## src/rtl/alu_result_buffer.sv

```systemverilog
// Registered output stage for the ALU: captures result + opcode tag and hands them
// to writeback over valid/ready, with a 2-entry skid buffer so in_ready is fully registered.
module alu_result_buffer #(
    parameter int WIDTH = 32,
    parameter int OP_W  = 4,
    parameter int CNT_W = 16
) (
    input  logic             clk,
    input  logic             rst_n,
    input  logic             flush,
    input  logic             in_valid,
    output logic             in_ready,
    input  logic [WIDTH-1:0] in_result,
    input  logic [OP_W-1:0]  in_op,
    output logic             out_valid,
    input  logic             out_ready,
    output logic [WIDTH-1:0] out_result,
    output logic [OP_W-1:0]  out_op,
    output logic             out_zero,
    output logic [CNT_W-1:0] out_count
);

    typedef enum logic [1:0] {
        ST_EMPTY = 2'd0,
        ST_ONE   = 2'd1,
        ST_FULL  = 2'd2
    } state_t;

    state_t             state_r;
    state_t             state_n_s;
    logic               in_ready_r;
    logic               out_valid_r;
    logic [WIDTH-1:0]   out_result_r;
    logic [OP_W-1:0]    out_op_r;
    logic               out_zero_r;
    logic [WIDTH-1:0]   skid_result_r;
    logic [OP_W-1:0]    skid_op_r;
    logic [CNT_W-1:0]   count_r;

    logic               push_s;
    logic               pop_s;
    logic               load_head_in_s;
    logic               load_head_skid_s;
    logic               load_skid_s;
    logic [WIDTH-1:0]   head_result_s;
    logic [OP_W-1:0]    head_op_s;

    assign push_s = in_valid & in_ready_r;
    assign pop_s  = out_valid_r & out_ready;

    // Next-state and register-load decode; flush overrides every other event.
    always_comb begin
        state_n_s        = state_r;
        load_head_in_s   = 1'b0;
        load_head_skid_s = 1'b0;
        load_skid_s      = 1'b0;
        if (flush) begin
            state_n_s = ST_EMPTY;
        end else begin
            case (state_r)
                ST_EMPTY: begin
                    if (push_s) begin
                        state_n_s      = ST_ONE;
                        load_head_in_s = 1'b1;
                    end else begin
                        state_n_s = ST_EMPTY;
                    end
                end
                ST_ONE: begin
                    if (push_s && !pop_s) begin
                        state_n_s   = ST_FULL;
                        load_skid_s = 1'b1;
                    end else if (!push_s && pop_s) begin
                        state_n_s = ST_EMPTY;
                    end else if (push_s && pop_s) begin
                        state_n_s      = ST_ONE;
                        load_head_in_s = 1'b1;
                    end else begin
                        state_n_s = ST_ONE;
                    end
                end
                ST_FULL: begin
                    if (pop_s) begin
                        state_n_s        = ST_ONE;
                        load_head_skid_s = 1'b1;
                    end else begin
                        state_n_s = ST_FULL;
                    end
                end
                default: begin
                    state_n_s = ST_EMPTY;
                end
            endcase
        end
    end

    // Head entry source: the skid entry drains ahead of any new input.
    always_comb begin
        if (load_head_skid_s) begin
            head_result_s = skid_result_r;
            head_op_s     = skid_op_r;
        end else begin
            head_result_s = in_result;
            head_op_s     = in_op;
        end
    end

    // State and handshake flags; ready/valid are decoded from the next state so both stay registered.
    always_ff @(posedge clk or negedge rst_n) begin
        if (!rst_n) begin
            state_r     <= ST_EMPTY;
            in_ready_r  <= 1'b1;
            out_valid_r <= 1'b0;
        end else begin
            state_r     <= state_n_s;
            in_ready_r  <= (state_n_s != ST_FULL);
            out_valid_r <= (state_n_s != ST_EMPTY);
        end
    end

    // Head and skid data; the zero flag is derived from the value being loaded.
    always_ff @(posedge clk or negedge rst_n) begin
        if (!rst_n) begin
            out_result_r  <= {WIDTH{1'b0}};
            out_op_r      <= {OP_W{1'b0}};
            out_zero_r    <= 1'b1;
            skid_result_r <= {WIDTH{1'b0}};
            skid_op_r     <= {OP_W{1'b0}};
        end else begin
            if (load_head_in_s || load_head_skid_s) begin
                out_result_r <= head_result_s;
                out_op_r     <= head_op_s;
                out_zero_r   <= (head_result_s == {WIDTH{1'b0}});
            end
            if (load_skid_s) begin
                skid_result_r <= in_result;
                skid_op_r     <= in_op;
            end
        end
    end

    // Delivered-result counter; a pop that coincides with flush was still seen by writeback.
    always_ff @(posedge clk or negedge rst_n) begin
        if (!rst_n) begin
            count_r <= {CNT_W{1'b0}};
        end else if (pop_s) begin
            count_r <= count_r + {{(CNT_W-1){1'b0}}, 1'b1};
        end
    end

    assign in_ready   = in_ready_r;
    assign out_valid  = out_valid_r;
    assign out_result = out_result_r;
    assign out_op     = out_op_r;
    assign out_zero   = out_zero_r;
    assign out_count  = count_r;

endmodule

```

## config.mk

```make
export PLATFORM = sky130hd
export DESIGN_NAME = alu_result_buffer
export DESIGN_NICKNAME = d
export VERILOG_FILES = /design/src/rtl/alu_result_buffer.sv
export SDC_FILE = /design/constraint.sdc
export NUM_CORES = 1
export LEC_CHECK = 0
export CORE_MARGIN = 5
export CORE_UTILIZATION = 45
export DETAILED_ROUTE_END_ITERATION = 16
export HOLD_SLACK_MARGIN = 0.05
export PLACE_DENSITY_LB_ADDON = 0.05
export SYNTH_ARGS = -nofsm -noshare
export SYNTH_HDL_FRONTEND = slang
export SYNTH_SLANG_ARGS = --single-unit
export TNS_END_PERCENT = 30
```

## constraint.sdc

```tcl
create_clock -name clk -period 1.8 [get_ports clk]
set_clock_uncertainty 0.05 [all_clocks]
set_input_delay 0.36 -clock clk [delete_from_list [all_inputs] [get_ports clk]]
set_output_delay 0.36 -clock clk [all_outputs]
set_load 0.02 [all_outputs]
```

* Yosys cells after proc, flatten, opt, wreduce, memory -nomap -nowiden
Cells that the tools add are included.
** Operators by class
- Equality and inequality tests :: 3
- Bitwise logic cells :: 2
- Add/subtract/negate cells :: 1
- Reductions and logical operators :: 9
- Muxes and demuxes :: 20
** Operators by type and width (number)
- zero test 32 bit :: 1
- 2-to-1 mux 32 bit :: 1
- adder 16 x 1 -> 16 bit, second input constant :: 1
- 2-to-1 mux 1 bit :: 13
- 2-to-1 mux 2 bit :: 3
- case mux 2 bit (3 select lines) :: 1
- 2-to-1 mux 4 bit :: 1
- logical AND 1 bit :: 3
- bitwise AND 1 bit :: 2
- equality test 2 x 1 -> 1 bit, second input constant :: 1
- equality test 2 bit, second input constant :: 1
- zero test 1 bit :: 2
- zero test 2 bit :: 1
- != test 2 bit, second input constant :: 1
- case mux 1 bit (2 select lines) :: 1
- nonzero test 2 bit :: 1
- logical OR 1 bit :: 1
** Word-level totals
- Word-level logic and storage cells :: 44
- Flip-flop bits (word level) :: 93

* Logic depth before layout (Yosys ltp)
- Depth in word-level cells :: 8
- Mapped depth :: 9
- Mapped depth without buffers :: 7

* Worst setup path after synthesis
No wires, ideal clock.
- Path type :: register -> register
- Start :: register in_ready_r (netlist: in_ready)
- End :: register skid_result_r[0]
- Clock period less this slack :: 1.804 ns
- Setup slack :: -0.004 ns
- Cell stages (with the launch flop) :: 7
- Library setup time :: 0.125 ns
- Data required time :: 1.625 ns
- Arrival time :: 1.629 ns
- Path through :: dfstp_2 -> and2_1 -> ha_1 -> and3b_1 -> buf_4 -> buf_6 -> mux2_4
** Between the ends
- Longest elaborated chain between the ends :: 5
** RTL lines
- start, declared :: RTL line 31 : logic in_ready_r;
- start signal, assigned :: RTL line 116 : in_ready_r <= (state_n_s != ST_FULL);
- bitwise AND 1 bit :: RTL line 48 : assign push_s = in_valid & in_ready_r;
- logical AND 1 bit :: RTL line 70 : if (push_s && !pop_s) begin
- 2-to-1 mux 1 bit :: RTL line 70
- 2-to-1 mux 1 bit :: RTL line 60 : case (state_r)
- 2-to-1 mux 1 bit :: RTL line 57 : if (flush) begin
- end signal, assigned :: RTL line 127 : skid_result_r <= {WIDTH{1'b0}};
- end signal, assigned :: RTL line 136 : skid_result_r <= in_result;
- end, declared :: RTL line 36 : logic [WIDTH-1:0] skid_result_r;
Every way passes these cells.
A chain may end at the register's enable or synchronous reset.

* Worst setup path in the final report
- Start :: register in_ready_r (netlist: in_ready)
- End :: register out_result_r[4] (netlist: out_result[4])
** Between the ends
- Longest elaborated chain between the ends :: 8
- Elaborated cells on any way between the ends :: 12
- Classes of those cells :: mux (6); bitwise (1); reduce/logical (5)
** RTL lines
- bitwise AND 1 bit * :: RTL line 48
- logical AND 1 bit or zero test 1 bit (tied branches) :: RTL line 75, 73
- 2-to-1 mux 1 bit or logical AND 1 bit (tied branches) :: RTL line 75, 73
- 2-to-1 mux 1 bit :: RTL line 73 : end else if (!push_s && pop_s) begin
- 2-to-1 mux 1 bit :: RTL line 70
- case mux 1 bit (2 select lines) * :: RTL line 60
- 2-to-1 mux 1 bit * :: RTL line 57
- logical OR 1 bit * :: RTL line 130 : if (load_head_in_s || load_head_skid_s) begin
- end signal, assigned :: RTL line 124 : out_result_r <= {WIDTH{1'b0}};
- end signal, assigned :: RTL line 131 : out_result_r <= head_result_s;
- end, declared :: RTL line 33 : logic [WIDTH-1:0] out_result_r;
Mark *: on every way between the ends. The rest lies on a longest branch, timed or not.

==> summary by stage <==
Place
After legalization and detailed placement, the total HPWL measured 7260 um. Timing analysis after detailed placement gives a worst setup slack of -366 ps. Port buffering added 95 buffers. The count of placed standard cells including taps is 605. Routability-driven placement finished with a final weighted congestion of 0.764. After detailed placement, the total cell area comes to 0.00588 mm2.

Global routing
The pin count of the biggest net entering global routing is 31. The sum of overflow across all layers after global routing is 0. The wire length of the first global-routing pass is 16,100 um. The aggregate global-route resource usage is 17.2%.

The number of antenna violations at the first check in global routing is 0. The number of global-route vias before repair is 3,307.

Clock tree
TritonCTS built the clock tree. TritonCTS created 9 clock buffers. The total number of H-tree levels is 3. The number of sinks on the clock net is 93. The buffer cell driving the clock tree root is clkbuf_8.

The clock insertion delay at the later pin of the skew report is 350 ps. After clock tree synthesis, the clock-pin slew on the worst setup and hold paths is 100 ps. The worst-case clock buffer depth is 2.

Flow run
The max-capacitance violation count is 0.

Detailed routing
The detailed-route via count is 3,185. Summed over all layers, the routed wires come to 10,200 um. The number of design-rule violations left by the first detailed-router iteration is 116.

The number of design rule violations left after detail routing is 0. The remaining number of nets flagged by the antenna check after routing is 0. Before antenna repair, the detailed router went through 4 iterations. The average wire per cell in the routed design is 16.1 um.

Dividing the detail-routed via count by the number of cells gives 5.05.

Synthesis
The proportion of register bits with asynchronous set or reset after synthesis is 100%. After synthesis the cells add up to 0.00433 mm2. The synthesis warning total is 0. After synthesis, the cell types taking the most area are dfrtp_1, mux2_4, mux2i_1, a21oi_2, nor2_1. The number of synthesized register bits is 93. The sequential area share after synthesis is 53.9%. In this run, synthesis inferred 0 flip-flops with an integrated enable.

The mean area per synthesized cell is 12.6 um2. Of the post-synthesis cell area, the dominant cell type holds 52.6%. The number of nets handed over by synthesis was 387. The instance count of the mapped netlist is 343. In the synthesized netlist the dominant register cell turns out to be dfrtp_1.

The number of distinct library cells after synthesis is 37. The synthesized design spends more area on one cell type than any other, namely dfrtp_1.

Timing
The final critical path takes up 101% of the cycle. The number of endpoints with negative hold slack in the final report is 0. The final critical path time including I/O delays and setup is 1810 ps. Headroom to the max-slew limit came out at 72.8%. The highest attainable clock frequency is 553 MHz.

The actual slew at the worst max-slew pin is 404 ps. The final critical-path setup slack is -9.53 ps. Setup violations remaining at the end of the flow were counted as 3. The number of pins with negative max-slew slack in the final report was 0. Final hold analysis gives a worst-case slack of 428 ps. Setup repair after global routing could not meet its margin everywhere.

Setup path
At the worst endpoint, the required time is 2030 ps. The kind of critical path is reg -> reg. The kind of end point of the critical path is a register. The critical path contains buffers and inverters numbering 4 combined. The cell at the slowest stage of the critical path is dfstp_2. In this run the worst path has a maximum fanout of 10. Walking the worst path, the cells encountered are and2_4 > buf_6 > ha_4 > nand2_4 > a21oi_4 > buf_12 > buf_12 > buf_12 > nor2_1 > a21oi_1.

The category of the worst setup path launch point is a register. In this design, the largest share of critical-path delay is due to flip-flops. The largest single stage delay on the critical path is 540 ps. Among the stages of the critical path, the cell type that occurs most often is buf_12. The critical path arrival is 2040 ps.

Pwr
The sum of internal, switching and leakage power is 7.32 mW. The power per unit of standard cell area is 1140 mW/mm2. VDD sags by at most 0.000569 V. The analysis attributes to cell leakage a power of 2.80 nW.

Floorplan
The initial utilization of the core area, before any placement, comes to 46.4%. Measured along the y axis, the die boundary spans 108 um. The floorplan row count is 35. The overall die area is 0.0117 mm2.

In this run the horizontal extent of the chip is 108 um. 96 I/O pins were placed. The area of the placeable core is 0.00933 mm2.

Final layout
After routing the design area is 0.00642 mm2. The ratio of cells with drive above 1 in the final layout is 32.9%. The finished layout holds 631 standard cells, fillers aside.

From synthesis to final layout, the design area changed by 48.3%. The net count of the finished layout is 541. The number of antenna diodes is 0.

Outcome
The run finished, with violations left. The checks that failed: setup timing.

Hold path
The worst hold path class is in -> async.
-- final cells by class --
type                            count  area (um2)
Clock buffer                       10         128
Inverter                            4        15.0
Tap cell                          129         161
Sequential cell                    93        2330
Multi-Input combinational cell    230        1970
Timing Repair Buffer              159        1690
Clock inverter                      6         116
Fill cell                         725        2910
-- registers in the layout, indices dropped and copies added, names as in the netlist --
name,flops
skid_result_r,32
state_r,2
out_op,4
out_count,16
out_valid,1
out_result,32
skid_op_r,4
in_ready,1
out_zero,1
-- final timing paths --
kind / start / to / slack [ps] / depth (start not counted)
hold / removal: rst_n / out_count[7] / 430 / 2
setup / recovery: in_ready / out_result[4] / -10 / 10
hold reg to reg: out_count[15] / out_count[15] / 440 / 1
setup reg to reg: in_ready / out_result[4] / -10 / 10
min in group clk: out_count[15] / out_count[15] / 440 / 1
max in group asynchronous: rst_n / skid_result_r[24] / 630 / 3
-- cell usage in the layout, fill, tap and decap left out, types with 10 or more instances in the layout --
master,instances
dfrtp_1,91
clkdlybuf4s50_1,71
buf_4,43
mux2_4,35
nor2_1,32
mux2i_1,29
a21oi_2,22
dlygate4sd2_1,15
a21oi_1,14
nor4_1,14
buf_12,14
xnor2_1,12
nand2_1,10
-- metrics by stage --
step | TNS, ps | utilization (%)
after floorplan | -109 | -
after global placement | -23230 | 63.0
after detailed placement | -25230 | 63.0
after CTS | -107 | 65.7
after global routing | -1670 | 68.8
final | -10.1 | 68.8
-- report_power, final --
group / total [mW] / internal, mW / switching [mW]
Clock: 1.70 / 0.937 / 0.760
Sequential: 3.25 / 2.73 / 0.529
Combinational: 2.37 / 1.38 / 0.990
-- kinds of logic (layout without fill, tap and decap cells) --
kind of cell,count (synthesis),in the layout,share of synthesized area (%)
AO/OA/AOI/OAI,43,43,7.14
XOR/XNOR,15,15,3.04
adder cells (fa/ha/maj),3,3,0.868
buffers and inverters,20,179,3.47
flip-flops,93,93,53.9
multiplexers,72,72,20.3
AND/OR/NAND/NOR,97,97,11.3
-- cells in the mapped netlist (7+ instances only) --
library cell,number
a21oi_2,21
xnor2_1,12
dfrtp_1,91
a21oi_1,16
nand3_1,9
nor2_1,39
mux2i_1,36
nand2_1,11
mux2_4,30
nor4_1,14
buf_4,7
-- worst register-to-register path: cells and delay by family, from the launching register on --
kind | cells | cell delay [ps]
buf+inv | 4 | 510
fa+ha+maj | 1 | 130
compound gates | 2 | 280
simple gates | 3 | 240
flops | 1 | 540
-- per-layer routing --
layer	track usage, %	wire [um]	vias to the layer above
met4	4.06	59	0
met1	23.6	4780	1574
met2	27.8	4810	82
met5	0	0	-
met3	3.88	504	6
li1	-	-	1523
-- timing repair --
item / in CTS / in global routing
setup buffers: 0 / 5
endpoints found under the setup margin: 60 / 73
resized for setup: 19 / 39
pin swaps: 1 / 2
cloned: 0 / 4
hold buffers: 1 / 0
endpoints found under the hold margin: 24 / 0
(Power assumes the default switching activity.)
==> RTL change 1 (config.mk and constraints unchanged) <==
Reset style: synchronous (`rst_n`), changed in 3 clocked blocks.
--- a/src/rtl/alu_result_buffer.sv
+++ b/src/rtl/alu_result_buffer.sv
@@ -106,7 +106,7 @@
     end
 
     // State and handshake flags; ready/valid are decoded from the next state so both stay registered.
-    always_ff @(posedge clk or negedge rst_n) begin
+    always_ff @(posedge clk) begin
         if (!rst_n) begin
             state_r     <= ST_EMPTY;
             in_ready_r  <= 1'b1;
@@ -119,7 +119,7 @@
     end
 
     // Head and skid data; the zero flag is derived from the value being loaded.
-    always_ff @(posedge clk or negedge rst_n) begin
+    always_ff @(posedge clk) begin
         if (!rst_n) begin
             out_result_r  <= {WIDTH{1'b0}};
             out_op_r      <= {OP_W{1'b0}};
@@ -140,7 +140,7 @@
     end
 
     // Delivered-result counter; a pop that coincides with flush was still seen by writeback.
-    always_ff @(posedge clk or negedge rst_n) begin
+    always_ff @(posedge clk) begin
         if (!rst_n) begin
             count_r <= {CNT_W{1'b0}};
         end else if (pop_s) begin
Behaviour: differs if rst_n is asserted again (counterexample within 4 cycles, from zero or initial values and one cycle with rst_n low); with rst_n held inactive, the same outputs for 10 cycles.
==> RTL change 1 against the original RTL <==
  * The flow still finishes with violations (negative setup slack)
  * Utilization down 0.42 points
  * Sequential cell count unchanged
  * Maximum frequency is 2.6% lower
  * Design area is 2.5% lower
  * Routed wire length up 23%
  * Synthesized area decreased by 3.2%
  * Count of clock-buffer cells in the layout grew 3
  * Setup slack worse by 49 ps
  * Largest cell class is now multi-input gates
  * Highest routed layer unchanged
Power is not compared: it rests on default switching activity, and its combinational part moved more than twofold at a synthesized area within 25%.
==> RTL change 1: results (changes against the original RTL) <==
status:
  status: "finished, violations left"
  violations: "negative setup slack"
critical_path:
  critPathArrivalTime_ps: 2110  # +70 ps
  critPathCapture: "out_zero$_SDFFE_PN1P_"
  crit_slowest_cell: "or4_4"
  critical_path.startpoint: "in_result[21]"
  critical_path.max_stage_delay_ps: 520  # -20 ps
  crit_family: "simple AND/OR/NAND/NOR gates"
  rr_endpoint: "out_result[12]$_SDFFE_PN0P_"
  timing.rr.start: "in_ready$_SDFF_PN1_"
  worstPathMaxFanout: 2  # -8
routing:
  wire_per_inst_microns: 17.5  # +8.7%
  wl_met3_microns: 737  # +46%
  met1_length_mm: 5.25  # +9.9%
  via_per_inst: 5.39  # +6.8%
  dr_wl_met2_mm: 6.19  # +29%
  dr.first_iter.drc_count: 155  # +34%
  vias: 3845  # +21%
final_layout:
  n_fill_cell: 737  # +1.7%
  utilization: 0.684  # -0.00420
  fin_nets: 641  # +18%
  final-clk-cell-share: 0.0362  # -0.00183
  num-clock-buffers: 13  # +3
  inv_count: 3  # -1
  seq_area_sq_mm: 0.00186  # -20%
  buffers: 162  # +1.9%
  num-multi-input-gates: 328  # +43%
  buf_share: 0.274  # +0.00990
  multi_input_area_sq_mm: 0.00230  # +16%
  drive_gt1_frac: 0.201  # -0.128
synthesis:
  synth-adder-area-share: 0.00897  # +0.000291
  yosysUniqueCellTypes: 42  # +14%
  async_reset_ff_frac: 0  # -1.00
  synth-compound-area-share: 0.176  # +0.104
  ys_seq_area_frac: 0.445  # -0.0938
  mappedNetlistNets: 497  # +28%
  synthTopCellsByCount: "nand2_1 (120), dfxtp_1 (93), a21boi_0 (38), o211a_1 (36), mux2i_1 (35)"
  avgSynthCellArea_sq_um: 9.24  # -27%
  synth_mux_area_frac: 0.0864  # -0.117
  netlist_area_sq_mm: 0.00419  # -3.2%
  synth_xor_area_frac: 0.0293  # -0.00108
  ys_top_cells_by_area: "dfxtp_1 (44%), nand2_1 (11%), o211a_1 (8.6%), mux2i_1 (8.4%), a21boi_0 (6.8%)"
min_path:
  min_path_type: "in2reg"
placement:
  place_congestion: 0.779  # +2.0%
  dp_slack_ps: -542  # -177 ps
  dpl.hpwl_mm: 7.51  # +3.6%
  dpl_cell_area_sq_mm: 0.00549  # -6.6%
  dp_cells: 674  # +11%
  portBuffers: 95  # unchanged
sta:
  setup_ws_ps: -58.2  # -48.7 ps
  tns_ps: -113  # -103 ps
  worstMarginPinSlew_ps: 350  # -53.7 ps
  setup_viol: 8  # +5
  fin_hold_ws_ps: 348  # -79.7 ps
global_route:
  grt_pass1_wl_mm: 18.0  # +12%
  grtUsageTotal: 0.198  # +0.0262
  grt_pass1_vias: 3704  # +12%
  grt_max_degree: 37  # +19%
cts:
  post_cts_buffers: 8  # +8
  cts.repair.resized: 22  # +3
-- RTL change 1: cell types whose count changed after synthesis, moves of 10 or more --
cell / before / now
a21oi_2: 21 / 1
buf_2: 3 / 14
o211a_1: 0 / 36
nor2_1: 39 / 5
clkbuf_1: 0 / 10
a21oi_1: 16 / 3
dfxtp_1: 0 / 93
and2_1: 1 / 14
dfrtp_1: 91 / 0
a21boi_0: 0 / 38
mux2_4: 30 / 0
nand2_1: 11 / 120
-- RTL change 1: report_power, final --
group | switching [mW] | total [mW] | internal [mW]
clock network | 0.720 | 1.58 | 0.861
registers | 0.0470 | 2.18 | 2.13
logic | 0.343 | 0.749 | 0.407
-- RTL change 1: metal layers --
| layer | up-vias | GRT usage |
|---|---|---|
| met3 | 21 | 0.0516 |
| met5 | - | 0 |
| met2 | 101 | 0.341 |
| met4 | 0 | 0.0621 |
| li1 | 1870 | - |
| met1 | 1853 | 0.241 |
==> RTL change 2 (same settings) <==
Made on the original files. `CNT_W`: 16 -> 32.
--- a/src/rtl/alu_result_buffer.sv
+++ b/src/rtl/alu_result_buffer.sv
@@ -3,7 +3,7 @@
 module alu_result_buffer #(
     parameter int WIDTH = 32,
     parameter int OP_W  = 4,
-    parameter int CNT_W = 16
+    parameter int CNT_W = 32
 ) (
     input  logic             clk,
     input  logic             rst_n,
Interface: changed (resized out_count); port bits go from 96 to 112. The function was not compared with the original's and may differ.
==> RTL change 2 against the original RTL <==
  * Cell count rose by 10%
  * Maximum frequency rose by 3.5%
  * Total power fell by 7.6%
  * Routed wire length rose by 9.3%
  * Synthesized area rose by 13%
  * Largest power group unchanged
  * Sequential cell count rose by 16
  * Largest cell class unchanged
  * Sequential share of layout area rose by 4.8 points
  * Design area rose by 3.5%
  * Combinational power fell by 21%
  * Setup slack improved by 61 ps
==> RTL change 2: results (changes against the original RTL) <==
synthesis:
  ys_seq_area_frac: 0.557  # +0.0186
  synthTopCellsByCount: "dfrtp_1 (107), nor2_1 (45), mux2_1 (36), a21oi_1 (35), mux2i_1 (35)"
  ys_top_cells_by_area: "dfrtp_1 (55%), mux2_1 (8.3%), mux2i_1 (7.2%), xnor2_1 (3.9%), a21oi_1 (3.6%)"
  async_reset_ff_frac: 1.00  # unchanged
  syn_inst: 409  # +19%
  yosysTopAreaCell: "dfrtp_1"
  mappedNetlistNets: 453  # +17%
  synth_mux_area_frac: 0.154  # -0.0488
  yosysWarnings: 0  # unchanged
  yosysUniqueCellTypes: 41  # +11%
  synth_xor_area_frac: 0.0554  # +0.0250
  synth-adder-area-share: 0.00766  # -0.00102
  synth-compound-area-share: 0.0508  # -0.0206
global_route:
  grt_max_degree: 43  # +39%
  grt_pass1_wl_mm: 18.0  # +12%
  grtUsageTotal: 0.174  # +0.00225
  grt-ovfl-total: 0  # unchanged
  grt_antenna_before_repair: 0  # unchanged
final_layout:
  num_antenna_cells: 0  # unchanged
  n_fill_cell: 919  # +27%
  drive_gt1_frac: 0.131  # -0.197
  fin_nets: 595  # +10%
placement:
  dp_slack_ps: -334  # +31.9 ps
  portBuffers: 111  # +17%
  dpl.hpwl_mm: 8.12  # +12%
  place_congestion: 0.768  # +0.54%
  dp_cells: 676  # +12%
cts:
  cts_buffers: 9  # unchanged
  cts_max_level: 3  # unchanged
  clk_latency_ps: 360
  path_clk_slew_ps: 100  # about the same
  clk_path_buf_depth: 2  # unchanged
  cts_root_buffer: "clkbuf_8"
min_path:
  min_path_type: "in2async"
routing:
  drt-total-wl_mm: 11.1  # +9.3%
  vias: 3527  # +11%
  via_per_inst: 5.07  # +0.40%
  dr.pass1.iters: 4  # unchanged
  dr.first_iter.drc_count: 140  # +21%
sta:
  tns_ps: 0  # +10.1 ps
  worstMarginPinSlew_ps: 413  # +9.19 ps
critical_path:
  critPathArrivalTime_ps: 1940  # -100 ps
  worstPathMaxFanout: 27  # +17
power_and_ir_drop:
  power_leakage_nw: 3.35  # +20%
  vdd_ir_drop_max_mv: 0.542  # -4.8%
  p_int_mw: 4.61  # -8.6%
status:
  status: "complete, no violations"
==> RTL change 2: cell types whose count changed after synthesis, sizes merged, moves of 3 or more <==
cell | unedited run | this run
dfrtp | 91 | 107
nand2 | 12 | 23
xnor2 | 12 | 22
nor2 | 39 | 45
xor2 | 3 | 9
and4 | 1 | 5
and2 | 1 | 4
and3 | 2 | 5
==> RTL change 2: metal layers <==
layer	vias up	GRT usage	part of all wire	routed length, microns
li1	1728	-	-	-
met4	0	0.0451	0.0095	105
met1	1717	0.262	0.50	5540
met2	75	0.247	0.44	4850
met3	7	0.0486	0.054	599
met5	-	0	0	0
==> RTL change 2: critical path: stages (launching register included) <==
cell	delay, ps
dfstp_2	530
and2_4	150
ha_1	140
and3b_2	220
buf_12	200
mux2_1	340
==> RTL change 2: power groups by stage <==
stage               Sequential, mW  Clock [mW]  Combinational (mW)
finish                        3.54        1.36                1.87
floorplan                     3.81           0               0.699
detailed placement            3.59           0                1.94
global placement              3.56           0                1.91
global route                  3.63        1.51                2.04
CTS                           3.54        1.42                1.90
==> RTL change 2: path summary, 6_finish.rpt <==
path | cells after the start | end | slack [ps] | start
max in group asynchronous | 3 | out_result[9]$_DFFE_PN0P_ | 730 | rst_n
setup / recovery | 5 | skid_result_r[17]$_DFFE_PN0P_ | 50 | in_ready$_DFF_PN1_
min in group clk | 1 | out_count[31]$_DFFE_PN0P_ | 420 | out_count[31]$_DFFE_PN0P_
hold / removal | 2 | out_result[15]$_DFFE_PN0P_ | 400 | rst_n
hold reg to reg | 1 | out_count[31]$_DFFE_PN0P_ | 420 | out_count[31]$_DFFE_PN0P_
setup reg to reg | 5 | skid_result_r[17]$_DFFE_PN0P_ | 50 | in_ready$_DFF_PN1_
==> RTL change 2: repair_timing <==
action	4_1_cts	5_1_grt
hold buffers	1	0
gates cloned	0	1
hold endpoints to repair	22	0
setup endpoints to repair	36	62
buffers inserted	0	2
resized for setup	36	23
pin swaps	0	2
==> RTL change 2: cells by family (layout without fill, tap and decap cells) <==
group,Yosys count,count (layout)
fa+ha+maj,3,3
xor+xnor,31,31
flops,109,109
compound gates,45,45
simple gates,129,129
buf+inv,21,168
mux,71,71
==> RTL change 2: through the flow <==
step | area, sq um | total power, mW
2_1_floorplan | 4900 | 4.51
3_3_place_gp | 6390 | 5.47
3_5_place_dp | 6390 | 5.53
4_1_cts | 6540 | 6.86
5_1_grt | 6640 | 7.19
6_report | 6640 | 6.77
==> RTL change 2: layout make-up <==
type / instances / area [sq um] / area share
Clock inverter: 3 / 20.0 / 0.00301
Tap cell: 140 / 175 / 0.0264
Sequential cell: 109 / 2730 / 0.411
Clock buffer: 13 / 159 / 0.0239
Timing Repair Buffer: 147 / 1500 / 0.225
Multi-Input combinational cell: 279 / 2040 / 0.308
Inverter: 5 / 18.8 / 0.00283
